**src/rtl/chan14_gyro_sequencer_if.sv**
```systemverilog
// rtl/chan14_gyro_sequencer_if.sv - channel 14 register and gyro pulse signal bundle
interface chan14_gyro_sequencer_if #(
  parameter int CNT_W = 15
);
  // channel 14 register access
  logic              WCH14_n;
  logic              CCH14;
  logic              RCH14_n;
  logic [14:0]       CHWL_n;
  logic [14:0]       CHOR14_n;
  logic [14:0]       CH14Q;

  // gyro timing strobes and magnitude load
  logic              GTSET;
  logic              GTRST_n;
  logic              GTONE;
  logic              GYROD_LD;
  logic [CNT_W-1:0]  GYROD_CNT;

  // gyro torque outputs
  logic              GYRO_P;
  logic              GYRO_M;
  logic              GYRO_BUSY;
  logic              GYRO_DONE;

  modport master (
    output WCH14_n, CCH14, RCH14_n, CHWL_n,
    output GTSET, GTRST_n, GTONE, GYROD_LD, GYROD_CNT,
    input  CHOR14_n, CH14Q, GYRO_P, GYRO_M, GYRO_BUSY, GYRO_DONE
  );

  modport slave (
    input  WCH14_n, CCH14, RCH14_n, CHWL_n,
    input  GTSET, GTRST_n, GTONE, GYROD_LD, GYROD_CNT,
    output CHOR14_n, CH14Q, GYRO_P, GYRO_M, GYRO_BUSY, GYRO_DONE
  );
endinterface

```
**src/rtl/chan14_gyro_sequencer.sv**
```systemverilog
// rtl/chan14_gyro_sequencer.sv - channel 14 holding register and gyro torque pulse sequencer
module chan14_gyro_sequencer #(
  parameter int CNT_W   = 15,
  parameter int PULSE_W = 2
) (
  input  logic SIM_CLK,
  input  logic SIM_RST,
  input  logic VCC,
  input  logic GND,
  input  logic GOJAM,
  chan14_gyro_sequencer_if.slave bus
);

  typedef enum logic [1:0] {
    S_IDLE   = 2'd0,
    S_ARMED  = 2'd1,
    S_TORQUE = 2'd2,
    S_DONE   = 2'd3
  } state_t;

  state_t           state;
  state_t           state_next;

  logic             rst_all;
  logic [14:0]      ch14q;
  logic [CNT_W-1:0] count;
  logic [2:0]       pulse_cnt;
  logic             pulse_neg;

  logic             gtset_q;
  logic             gtrst_q;
  logic             gtone_q;
  logic             gtset_rise;
  logic             gtrst_fall;
  logic             gtone_rise;

  logic             gyenab;
  logic             gyact;
  logic             sign_minus;
  logic             pulse_active;
  logic             pulse_start;
  logic             pulse_abort;
  logic             done_now;

  // Supply pins carry no logic; fold them into a sink so they are consumed.
  logic             unused_supply;
  assign unused_supply = VCC ^ GND;

  // GOJAM restarts the block exactly like the simulation reset.
  assign rst_all = SIM_RST | GOJAM;

  // Control bits live in the holding register: bit9 sign, bit10 GYENAB, bit11 GYACT.
  assign sign_minus   = ch14q[8];
  assign gyenab       = ch14q[9];
  assign gyact        = ch14q[10];
  assign pulse_active = (pulse_cnt != 3'd0);

  assign gtset_rise = bus.GTSET & ~gtset_q;
  assign gtrst_fall = ~bus.GTRST_n & gtrst_q;
  assign gtone_rise = bus.GTONE & ~gtone_q;

  // Strobe history for edge detection; cleared to each strobe's inactive level.
  always_ff @(posedge SIM_CLK) begin
    if (rst_all) begin
      gtset_q <= 1'b0;
      gtrst_q <= 1'b1;
      gtone_q <= 1'b0;
    end else begin
      gtset_q <= bus.GTSET;
      gtrst_q <= bus.GTRST_n;
      gtone_q <= bus.GTONE;
    end
  end

  // State register.
  always_ff @(posedge SIM_CLK) begin
    if (rst_all) begin
      state <= S_IDLE;
    end else begin
      state <= state_next;
    end
  end

  // Next-state, pulse start/abort and completion decode.
  always_comb begin
    state_next  = state;
    pulse_start = 1'b0;
    pulse_abort = 1'b0;
    done_now    = 1'b0;
    unique case (state)
      S_IDLE: begin
        if (gyenab && gyact) begin
          if (count != '0) begin
            state_next = S_ARMED;
          end else begin
            done_now = 1'b1;
          end
        end
      end
      S_ARMED: begin
        if (!(gyenab && gyact)) begin
          state_next  = S_IDLE;
          pulse_abort = 1'b1;
        end else if (gtset_rise) begin
          state_next = S_TORQUE;
        end
      end
      S_TORQUE: begin
        if (!gyenab) begin
          state_next  = S_IDLE;
          pulse_abort = 1'b1;
        end else begin
          if (gtone_rise && !pulse_active && (count != '0)) begin
            pulse_start = 1'b1;
          end
          // Frame end judges the count left after any pulse started this same cycle.
          if (gtrst_fall) begin
            if (pulse_start ? (count > CNT_W'(1)) : (count != '0)) begin
              state_next = S_ARMED;
            end else begin
              state_next = S_DONE;
            end
          end else if ((count == '0) && !pulse_active) begin
            state_next = S_DONE;
          end
        end
      end
      S_DONE: begin
        done_now   = 1'b1;
        state_next = S_IDLE;
      end
      default: begin
        state_next = S_IDLE;
      end
    endcase
  end

  // Holding register: write beats clear, clear beats the hardware GYACT clear on completion.
  always_ff @(posedge SIM_CLK) begin
    if (rst_all) begin
      ch14q <= '0;
    end else if (!bus.WCH14_n) begin
      ch14q <= ~bus.CHWL_n;
    end else if (bus.CCH14) begin
      ch14q <= '0;
    end else if (done_now) begin
      ch14q[10] <= 1'b0;
    end
  end

  // Magnitude counter: loads outside TORQUE, one decrement per emitted pulse, never below zero.
  always_ff @(posedge SIM_CLK) begin
    if (rst_all) begin
      count <= '0;
    end else if (bus.GYROD_LD && (state != S_TORQUE)) begin
      count <= bus.GYROD_CNT;
    end else if (pulse_start) begin
      count <= count - CNT_W'(1);
    end
  end

  // Pulse timer: sign captured at pulse start, truncated on abort.
  always_ff @(posedge SIM_CLK) begin
    if (rst_all || pulse_abort) begin
      pulse_cnt <= 3'd0;
      pulse_neg <= 1'b0;
    end else if (pulse_start) begin
      pulse_cnt <= 3'(PULSE_W);
      pulse_neg <= sign_minus;
    end else if (pulse_active) begin
      pulse_cnt <= pulse_cnt - 3'd1;
    end
  end

  assign bus.CH14Q     = ch14q;
  assign bus.CHOR14_n  = ~(ch14q & {15{~bus.RCH14_n}});
  assign bus.GYRO_P    = pulse_active & ~pulse_neg;
  assign bus.GYRO_M    = pulse_active & pulse_neg;
  assign bus.GYRO_BUSY = (state == S_ARMED) || (state == S_TORQUE);
  assign bus.GYRO_DONE = done_now;

endmodule
```
**src/flat_wrapper.sv**
```systemverilog
// flat-port wrapper written by rule: the top's interface ports become plain ports
module chan14_gyro_sequencer_flat 
#(
  parameter int CNT_W   = 15,
  parameter int PULSE_W = 2
)
  (SIM_CLK, SIM_RST, VCC, GND, GOJAM, bus_WCH14_n, bus_CCH14, bus_RCH14_n, bus_CHWL_n, bus_GTSET, bus_GTRST_n, bus_GTONE, bus_GYROD_LD, bus_GYROD_CNT, bus_CHOR14_n, bus_CH14Q, bus_GYRO_P, bus_GYRO_M, bus_GYRO_BUSY, bus_GYRO_DONE);
  chan14_gyro_sequencer_if #(.CNT_W(CNT_W)) bus_i ();
  input  logic SIM_CLK;
  input  logic SIM_RST;
  input  logic VCC;
  input  logic GND;
  input  logic GOJAM;
  input wire logic [$bits(bus_i.WCH14_n)-1:0] bus_WCH14_n;
  input wire logic [$bits(bus_i.CCH14)-1:0] bus_CCH14;
  input wire logic [$bits(bus_i.RCH14_n)-1:0] bus_RCH14_n;
  input wire logic [$bits(bus_i.CHWL_n)-1:0] bus_CHWL_n;
  input wire logic [$bits(bus_i.GTSET)-1:0] bus_GTSET;
  input wire logic [$bits(bus_i.GTRST_n)-1:0] bus_GTRST_n;
  input wire logic [$bits(bus_i.GTONE)-1:0] bus_GTONE;
  input wire logic [$bits(bus_i.GYROD_LD)-1:0] bus_GYROD_LD;
  input wire logic [$bits(bus_i.GYROD_CNT)-1:0] bus_GYROD_CNT;
  output wire logic [$bits(bus_i.CHOR14_n)-1:0] bus_CHOR14_n;
  output wire logic [$bits(bus_i.CH14Q)-1:0] bus_CH14Q;
  output wire logic [$bits(bus_i.GYRO_P)-1:0] bus_GYRO_P;
  output wire logic [$bits(bus_i.GYRO_M)-1:0] bus_GYRO_M;
  output wire logic [$bits(bus_i.GYRO_BUSY)-1:0] bus_GYRO_BUSY;
  output wire logic [$bits(bus_i.GYRO_DONE)-1:0] bus_GYRO_DONE;
  assign bus_i.WCH14_n = bus_WCH14_n;
  assign bus_i.CCH14 = bus_CCH14;
  assign bus_i.RCH14_n = bus_RCH14_n;
  assign bus_i.CHWL_n = bus_CHWL_n;
  assign bus_i.GTSET = bus_GTSET;
  assign bus_i.GTRST_n = bus_GTRST_n;
  assign bus_i.GTONE = bus_GTONE;
  assign bus_i.GYROD_LD = bus_GYROD_LD;
  assign bus_i.GYROD_CNT = bus_GYROD_CNT;
  assign bus_CHOR14_n = bus_i.CHOR14_n;
  assign bus_CH14Q = bus_i.CH14Q;
  assign bus_GYRO_P = bus_i.GYRO_P;
  assign bus_GYRO_M = bus_i.GYRO_M;
  assign bus_GYRO_BUSY = bus_i.GYRO_BUSY;
  assign bus_GYRO_DONE = bus_i.GYRO_DONE;
  chan14_gyro_sequencer #(.CNT_W(CNT_W), .PULSE_W(PULSE_W)) u_core (.SIM_CLK(SIM_CLK), .SIM_RST(SIM_RST), .VCC(VCC), .GND(GND), .GOJAM(GOJAM), .bus(bus_i));
endmodule
```
**config.mk**
```make
export PLATFORM = sky130hd
export DESIGN_NAME = chan14_gyro_sequencer_flat
export DESIGN_NICKNAME = d
export VERILOG_FILES = /design/src/rtl/chan14_gyro_sequencer_if.sv /design/src/rtl/chan14_gyro_sequencer.sv /design/src/flat_wrapper.sv
export SDC_FILE = /design/constraint.sdc
export NUM_CORES = 1
export LEC_CHECK = 0
export ABC_CLOCK_PERIOD_IN_PS = 2600
export BUFFER_PORTS_ARGS = -buffer_cell sky130_fd_sc_hd__buf_2
export CAP_MARGIN = 10
export CORE_MARGIN = 2
export CORE_UTILIZATION = 50
export CTS_CLUSTER_DIAMETER = 60
export DETAILED_ROUTE_END_ITERATION = 7
export GPL_TIMING_DRIVEN = 0
export PLACE_DENSITY_LB_ADDON = 0.05
export SKIP_LAST_GASP = 1
export SLEW_MARGIN = 0
export SYNTH_ARGS = -nofsm -noshare
export SYNTH_HDL_FRONTEND = slang
export SYNTH_SLANG_ARGS = --single-unit
```
**constraint.sdc**
```tcl
create_clock -name SIM_CLK -period 2.6 [get_ports SIM_CLK]
set_input_delay 0.13 -clock SIM_CLK [delete_from_list [all_inputs] [get_ports SIM_CLK]]
set_output_delay 0.13 -clock SIM_CLK [all_outputs]
set_load 0.02 [all_outputs]
```
# ---- Word-level counts from Yosys, hierarchy flattened
# Cells that the tools add are included.
# W data, S select, Z words.
dict set report classes {
  addsub 2
  magnitude_cmp 1
  eq_ne 10
  muxes 30
  bitwise 14
  n_reduce_logical 16
}
# cell n
set op_table {}
lappend op_table {{$mux W15} 3}
lappend op_table {{$not A15 Y15} 2}
lappend op_table {{$mux W2} 10}
lappend op_table {{$and A15 B15 Y15} 1}
lappend op_table {{$gt A15 B1 Y1 const B} 1}
lappend op_table {{$logic_not A15 Y1} 1}
lappend op_table {{$reduce_bool A15 Y1} 1}
lappend op_table {{$sub A15 B1 Y15 const B} 1}
lappend op_table {{$mux W1} 12}
lappend op_table {{$mux W10} 1}
lappend op_table {{$pmux W2 S4} 1}
lappend op_table {{$ne A2 B1 Y1 const B} 3}
lappend op_table {{$and A1 B1 Y1} 5}
lappend op_table {{$logic_and A1 B1 Y1} 5}
lappend op_table {{$not A1 Y1} 5}
lappend op_table {{$eq A2 B2 Y1 const B} 2}
lappend op_table {{$mux W4} 1}
lappend op_table {{$ne A4 B4 Y1 const B} 1}
lappend op_table {{$pmux W1 S2} 2}
lappend op_table {{$reduce_and A4 Y1} 1}
lappend op_table {{$reduce_bool A2 Y1} 2}
lappend op_table {{$ne A3 B1 Y1 const B} 1}
lappend op_table {{$ne A3 B2 Y1 const B} 1}
lappend op_table {{$reduce_bool A3 Y1} 1}
lappend op_table {{8 further kinds} 9}
dict set report totals {
  register_bits 39
  input_bits 42
  out_inout_bits 34
}

# ---- Logic depth before layout (Yosys ltp)
# Gate-level depths: netlist of the first run.
dict set report logic_depth {
  depth_word 12
  ltp_mapped 7
}

# ---- Least setup slack after synthesis of the first run
# OpenSTA, ideal clock, no wires.
dict set report synth_path {
  path_type {register -> register}
  from {register u_core.count[0]}
  to {register u_core.ch14q[10] (netlist: u_core.bus.CH14Q[10])}
  setup_ns 0.142
  arrival_time_ns 1.862
  required_ns 2.458
  setup_slack_ns 0.596
  path_stages_with_launch 8
  period_less_slack_ns 2.004
  path_cell_list {dfxtp_1 -> inv_1 -> ha_1 -> nor4b_1 -> nand4_2 -> o31a_1 -> nor2_1 -> o32ai_1}
}
dict set report synth_between {
  elab_chain_len 5
}
# item line_no
set synth_rtl {}
lappend synth_rtl {{start: declaration} chan14_gyro_sequencer.sv:26} ;# logic [CNT_W-1:0] count;
lappend synth_rtl {{start signal: assignment} chan14_gyro_sequencer.sv:156} ;# count <= bus.GYROD_CNT;
lappend synth_rtl {{start signal: assignment} chan14_gyro_sequencer.sv:158} ;# count <= count - CNT_W'(1);
lappend synth_rtl {{$reduce_bool A15 Y1} chan14_gyro_sequencer.sv:93} ;# if (count != '0) begin
lappend synth_rtl {{$mux W1} chan14_gyro_sequencer.sv:93}
lappend synth_rtl {{$mux W1} chan14_gyro_sequencer.sv:92} ;# if (gyenab && gyact) begin
lappend synth_rtl {{$pmux W1 S2} chan14_gyro_sequencer.sv:90} ;# unique case (state)
lappend synth_rtl {{via bus_GYRO_DONE} flat_wrapper.sv:28} ;# output wire logic [$bits(bus_i.GYRO_DONE)-1:0] bus_GYRO_DONE;
lappend synth_rtl {{$ne A3 B1 Y1 (no source line)} n/a}
lappend synth_rtl {{end signal: assignment} chan14_gyro_sequencer.sv:143} ;# ch14q <= ~bus.CHWL_n;
lappend synth_rtl {{end: declaration} chan14_gyro_sequencer.sv:25} ;# logic [14:0] ch14q;
# The timed path passes the listed nets, and every way through them passes these cells.
# A chain may end at the register's enable or synchronous reset.

# ---- Worst setup path after layout of the first run
dict set report layout_path {
  from {register u_core.count[1]}
  to {output bus_GYRO_DONE}
}
dict set report layout_between {
  elab_chain_len 4
}
# item line_no
set layout_rtl {}
lappend layout_rtl {{$reduce_bool A15 Y1} chan14_gyro_sequencer.sv:93}
lappend layout_rtl {{$mux W1} chan14_gyro_sequencer.sv:93}
lappend layout_rtl {{$mux W1} chan14_gyro_sequencer.sv:92}
lappend layout_rtl {{$pmux W1 S2} chan14_gyro_sequencer.sv:90}
lappend layout_rtl {{end: declaration} flat_wrapper.sv:28}
# Every way passes these cells.

==> qor.yml, run 1 <==
routing:
  num_vias: 2113
  wire_per_inst_um: 14.20
  final_antenna_net_count: 0
  drc: 0
  first_iter_violations: 138
  vias_per_cell: 5.418
  routed_wl_um: 5539
  first_pass_iters: 4
clocking:
  post_cts_resized: 0
  cts_tree: "done"
  clock_latency_ps: 290
  htreeDepth: 2
  postCtsSetupBuffers: 0
  numClockSinks: 39
  cts_hold_buffers: 0
  clock-root-buffer: "clkbuf_8"
  clock_path_buffers: 2
  cts_made_buffers: 5
  path_clk_slew_ps: 80
status:
  status: "completed"
sta:
  min_period_ps: 2453
  final-max-slew-violation-count: 0
  setup_viol: 0
  fmax_ghz: 0.4077
  slew_headroom_pct: 61.30
  tightest_slew_ps: 580.6
  fin_crit_sh_pct: 94.34
  final-hold-violation-count: 0
  skew_ps: 7.967
  fin_setup_tns_ps: 0
  grt_setup_unrepaired: "false"
floorplan:
  num_rows: 23
  start_util_pct: 53.28
  die_h_um: 69.99
  core_area_um2: 4086
  die-width_um: 69.99
  die_area_um2: 4898
  io_pins: 76
grt:
  first_global_vias: 2029
  antenna_found_initial: 0
  grt_pass1_wl_um: 9108
  gr-usage-all-layers_pct: 22.79
  grt_max_degree: 13
  overflow: 0
setup_path:
  required_ps: 2470
  critical_path.max_fanout: 8
  crit_path_start_kind: "flip-flop"
  worstSetupPathType: "reg2out"
  arrival_ps: 2320
  cp-end-kind: "output port"
pwr:
  comb_power_share_pct: 14.5
  p_switching_w: 0.0003518
  seqPwrFrac_pct: 46.7
  peakVddDrop_v: 0.0003463
  leakagePower_nw: 1.119
  p_per_area_nw_per_um2: 500.3
  clkPwrFrac_pct: 38.8
  p_sw_share_pct: 25.87
  intPower_w: 0.001008
yosys:
  synth_seq_cells: 39
  syn-num-nets: 310
  async_flop_share_pct: 0
  synthTopCellsByArea: "dfxtp_1, o22a_1, nor2_1, nand2b_1, nand2_1"
  ys.flop_type: "dfxtp_1"
  synth_edf_count: 0
  yosys_warnings: 0
  synth_sequential_area_ratio_pct: 35.86
  synth.avg_cell_area_um2: 8.373
  yosysUniqueCellTypes: 54
  netlist_area_um2: 2177
  yosysTopAreaCellShare_pct: 35.86
  synth_cells: 260
  synth_top_cell_by_area: "dfxtp_1"
layout:
  final_util_pct: 66.50
  areaGrowthSynthToFinish_pct: 24.83
  finalNetCount: 389
  mostFrequentLayoutCells: "buf_2, dfxtp_1, nor2_1"
  final_common_cell: "buf_2"
  drive_gt1_share_pct: 28.53
  fillers: 350
  num_antenna_cells: 0
place:
  globalplace.congestion: 0.7767
  hpwl_um: 4115
  port_buffers: 72
job:
  cap_violations: 0
min_path:
  hp-class: "in2reg"
==> power by group through the flow <==
| stage | logic (W) | clock network [W] | registers, W |
|---|---|---|---|
| final | 0.000197 | 0.000528 | 0.000635 |
| after global routing | 0.000217 | 0.000561 | 0.000637 |
| after CTS | 0.000197 | 0.000535 | 0.000634 |
| after detailed placement | 0.000196 | 0 | 0.000648 |
| after global placement | 0.000193 | 0 | 0.000647 |
| after floorplan | 0.000119 | 0 | 0.000653 |
==> worst max-delay path: stages (launching register included) <==
cell and delay, ps:
dfxtp_1 310, inv_1 120, ha_1 220, nor4b_1 380
nand4_2 300, o31a_1 360, nor2_1 140, buf_2 200
==> final timing paths <==
path,start,end,slack (ps),cells after the start
min reg2reg,u_core.pulse_neg,u_core.pulse_neg,480,2
max reg2reg,u_core.count[1],u_core.count[1],470,7
max,u_core.count[1],bus_GYRO_DONE,150,7
min,bus_CHWL_n[10],u_core.bus.CH14Q[10],50,2
==> cell usage after synthesis, types with 2 or more instances <==
cell type and count:
and2_1 2, nand2b_1 17, nand2_1 28, o22a_1 14, nand4b_1 3, buf_1 2, nand3_1 5, clkbuf_1 11
nand4_1 5, nor3_4 2, xor2_1 12, nor4_2 2, dfxtp_1 39, a21oi_1 16, o21ai_0 12, nor2_1 29
ha_1 8, nand3b_1 2, nor3_1 6, inv_1 11
==> registers in the layout, indices dropped and copies added (netlist names) <==
name	cells
u_core.bus.CH14Q	15
u_core.count	15
u_core.pulse_cnt	3
u_core.state	2
u_core.gtone_q	1
u_core.gtrst_q	1
u_core.gtset_q	1
u_core.pulse_neg	1
==> area by class of cell <==
cell class | instances | area, um2 | area share (%)
repair buffers | 72 | 360.3 | 13.26
inverters | 11 | 41.29 | 1.519
clock buffers | 6 | 82.58 | 3.039
well taps | 50 | 62.56 | 2.302
clock inverters | 2 | 35.03 | 1.289
flip-flops and latches | 39 | 780.7 | 28.73
multi-input cells | 196 | 1295 | 47.65
plain buffers | 14 | 60.06 | 2.210
==> through the flow <==
| stage | hold WS [ps] | cell area (um2) | total power [W] | setup WS, ps | cells |
|---|---|---|---|---|---|
| floorplan | 226.4 | 2177 | 0.0007716 | 595.7 | 260 |
| global placement | 332.8 | 2600 | 0.0008406 | 455.1 | 382 |
| detailed placement | 346.5 | 2600 | 0.0008440 | 469.9 | 382 |
| CTS | 40.02 | 2718 | 0.001367 | 124.9 | 390 |
| global route | 49.95 | 2718 | 0.001415 | 11.17 | 390 |
| finish | 49.81 | 2718 | 0.001360 | 147.2 | 390 |
==> cells by family (layout without fill, tap and decap cells) <==
logic type | count (synthesis) | after routing | share of synthesized area [%]
XOR/XNOR | 13 | 13 | 5.230
multiplexers | 2 | 2 | 1.149
buffers and inverters | 25 | 105 | 4.655
AND/OR/NAND/NOR | 114 | 114 | 29.71
adder cells (fa/ha/maj) | 8 | 8 | 4.598
AO/OA/AOI/OAI | 59 | 59 | 18.79
flip-flops | 39 | 39 | 35.86
==> layer usage <==
layer,part of all wire [%],wire (um),GRT usage [%],up-vias
li1,-,-,-,1065
met1,43,2397,27.12,964
met2,48,2643,39.05,76
met3,7.6,420,7.648,8
met4,1.4,78,6.410,0
met5,0,0,0,-
Note: power is estimated with default switching activity, not from simulation.
==> inputs of run 2 (changes only) <==
- CELL_PAD_IN_SITES_DETAIL_PLACEMENT: not set -> 0
- CELL_PAD_IN_SITES_GLOBAL_PLACEMENT: not set -> 1
- CORE_UTILIZATION: 50 -> 36
==> qor.yml, run 2 (same netlist as run 1, synthesis figures left out) <==
pwr:
  power.total_w: 0.001334  # -1.9%
  leakagePower_nw: 1.107  # -1.1%
  p_per_area_nw_per_um2: 487.2  # -2.6%
  peakVddDrop_v: 0.0002605  # -25%
floorplan:
  io_pins: 76  # unchanged
  num_rows: 28  # +22%
  core_area_um2: 5886  # +44%
  die-width_um: 81.77  # +17%
  start_util_pct: 36.99  # -16 points
  die_h_um: 81.77  # +17%
  die_area_um2: 6686  # +36%
setup_path:
  crit_chain: "inv_1 -> ha_1 -> nor4b_1 -> nand4_2 -> o31a_1 -> nor2_1 -> buf_2"
  critical_path.top_delay_family: "simple AND/OR/NAND/NOR gates"
  critical-path-slowest-cell: "o31a_1"
  worstSetupPathType: "reg2out"
  required_ps: 2470  # about the same
  cpPeakStageDelay_ps: 370  # about the same
  arrival_ps: 2250  # -70 ps
  critical_path.max_fanout: 8  # unchanged
  cp-end-kind: "output port"
  crit_path_start_kind: "flip-flop"
  worst-path-buf-inv: 2  # unchanged
clocking:
  clock_latency_ps: 300  # about the same
  clock_path_buffers: 2  # unchanged
  htreeDepth: 2  # unchanged
  clock-root-buffer: "clkbuf_8"
  path_clk_slew_ps: 80  # about the same
  numClockSinks: 39  # unchanged
  cts_made_buffers: 5  # unchanged
  cts_hold_buffers: 0  # unchanged
  postCtsSetupBuffers: 0  # unchanged
  cts_tree: "done"
  post_cts_resized: 0  # unchanged
grt:
  gr-usage-all-layers_pct: 18.24  # -4.5 points
  first_global_vias: 1911  # -5.8%
  overflow: 0  # unchanged
  grt_pass1_wl_um: 9142  # +0.37%
  antenna_found_initial: 0  # unchanged
  grt_max_degree: 13  # unchanged
layout:
  finalNetCount: 389  # unchanged
  drive_gt1_share_pct: 28.32  # -0.21 points
  mostFrequentLayoutCells: "buf_2, dfxtp_1, nor2_1"
  areaGrowthSynthToFinish_pct: 25.75
  num_antenna_cells: 0  # unchanged
  final_cells: 414  # +6.2%
  final_common_cell: "buf_2"
sta:
  final-max-slew-violation-count: 0  # unchanged
  final-hold-violation-count: 0  # unchanged
  fin_setup_tns_ps: 0  # unchanged
  fmax_ghz: 0.4204  # +3.1%
  slew_headroom_pct: 52.46  # -8.8 points
  skew_ps: 9.005  # +1.038 ps
  grt_setup_unrepaired: "false"
  fin_crit_sh_pct: 91.49  # -2.8 points
  setup_viol: 0  # unchanged
  tightest_slew_ps: 713.1  # +132.6 ps
  min_period_ps: 2379  # -73.96 ps
  timing.hold.ws_ps: 31.10  # -18.71 ps
status:
  status: "completed"
routing:
  first_pass_iters: 4  # unchanged
  wire_per_inst_um: 13.88  # -2.2%
  routed_wl_um: 5748  # +3.8%
  drc: 0  # unchanged
  final_antenna_net_count: 0  # unchanged
  vias_per_cell: 5.007  # -7.6%
  first_iter_violations: 53  # -62%
  num_vias: 2073  # -1.9%
place:
  port_buffers: 72  # unchanged
  hpwl_um: 4154  # +0.95%
  placed_cells: 407  # +6.5%
  globalplace.congestion: 0.7397  # -4.8%
job:
  cap_violations: 0  # unchanged
min_path:
  hp-class: "in2reg"
==> run 2: cell types whose count changed in the layout (fill, tap and decap cells not counted) <==
cell        before  now
clkinvlp_4       0    1
clkbuf_8         6    5
clkinv_2         1    0
==> run 2: final timing paths <==
path	startpoint	slack, ps	end	depth (start not counted)
setup / recovery	u_core.count[0]	220	bus_GYRO_DONE	7
hold / removal	bus_CHWL_n[10]	30	u_core.bus.CH14Q[10]	2
setup reg to reg	u_core.state[0]	510	u_core.count[12]	7
hold reg to reg	u_core.pulse_neg	470	u_core.pulse_neg	2
==> run 2: area by class of cell <==
cell class | instances | area [um2]
Timing Repair Buffer | 72 | 360.3
Fill cell | 635 | 3148
Tap cell | 75 | 93.84
Multi-Input combinational cell | 196 | 1295
Sequential cell | 39 | 780.7
Buffer | 14 | 60.06
Clock buffer | 5 | 68.82
Clock inverter | 2 | 37.54
Inverter | 11 | 41.29
==> run 2: routing by layer <==
metal  routed length (um)  share of wire [%]  global-route usage (%)
met1                 2645                 46                   22.39
met2                 2645                 46                   30.57
met3                  378                6.6                   5.275
met4                   78                1.4                   6.000
met5                    0                  0                       0
==> run 2: per-stage QoR <==
step,instance area (um2),setup slack (ps),utilization [%]
2_1_floorplan,2177,595.7,-
3_3_place_gp,2631,490.4,44.71
3_5_place_dp,2631,514.6,44.71
4_1_cts,2738,160.7,46.51
5_1_grt,2738,14.16,46.51
6_report,2738,221.2,46.51
==> run 2: worst reg2reg max path, delay by kind of cell (launching register included) <==
kind	cells	cell delay, ps
compound gates	2	310
fa+ha+maj	1	320
flops	1	330
buf+inv	3	900
simple gates	1	150
==> run 2: power breakdown <==
group | switching (W) | total, W | internal [W]
clock | 0.000221 | 0.000502 | 0.000281
combinational | 0.000116 | 0.000198 | 0.0000816
sequential | 0.0000187 | 0.000634 | 0.000615
total | 0.000356 | 0.00133 | 0.000978
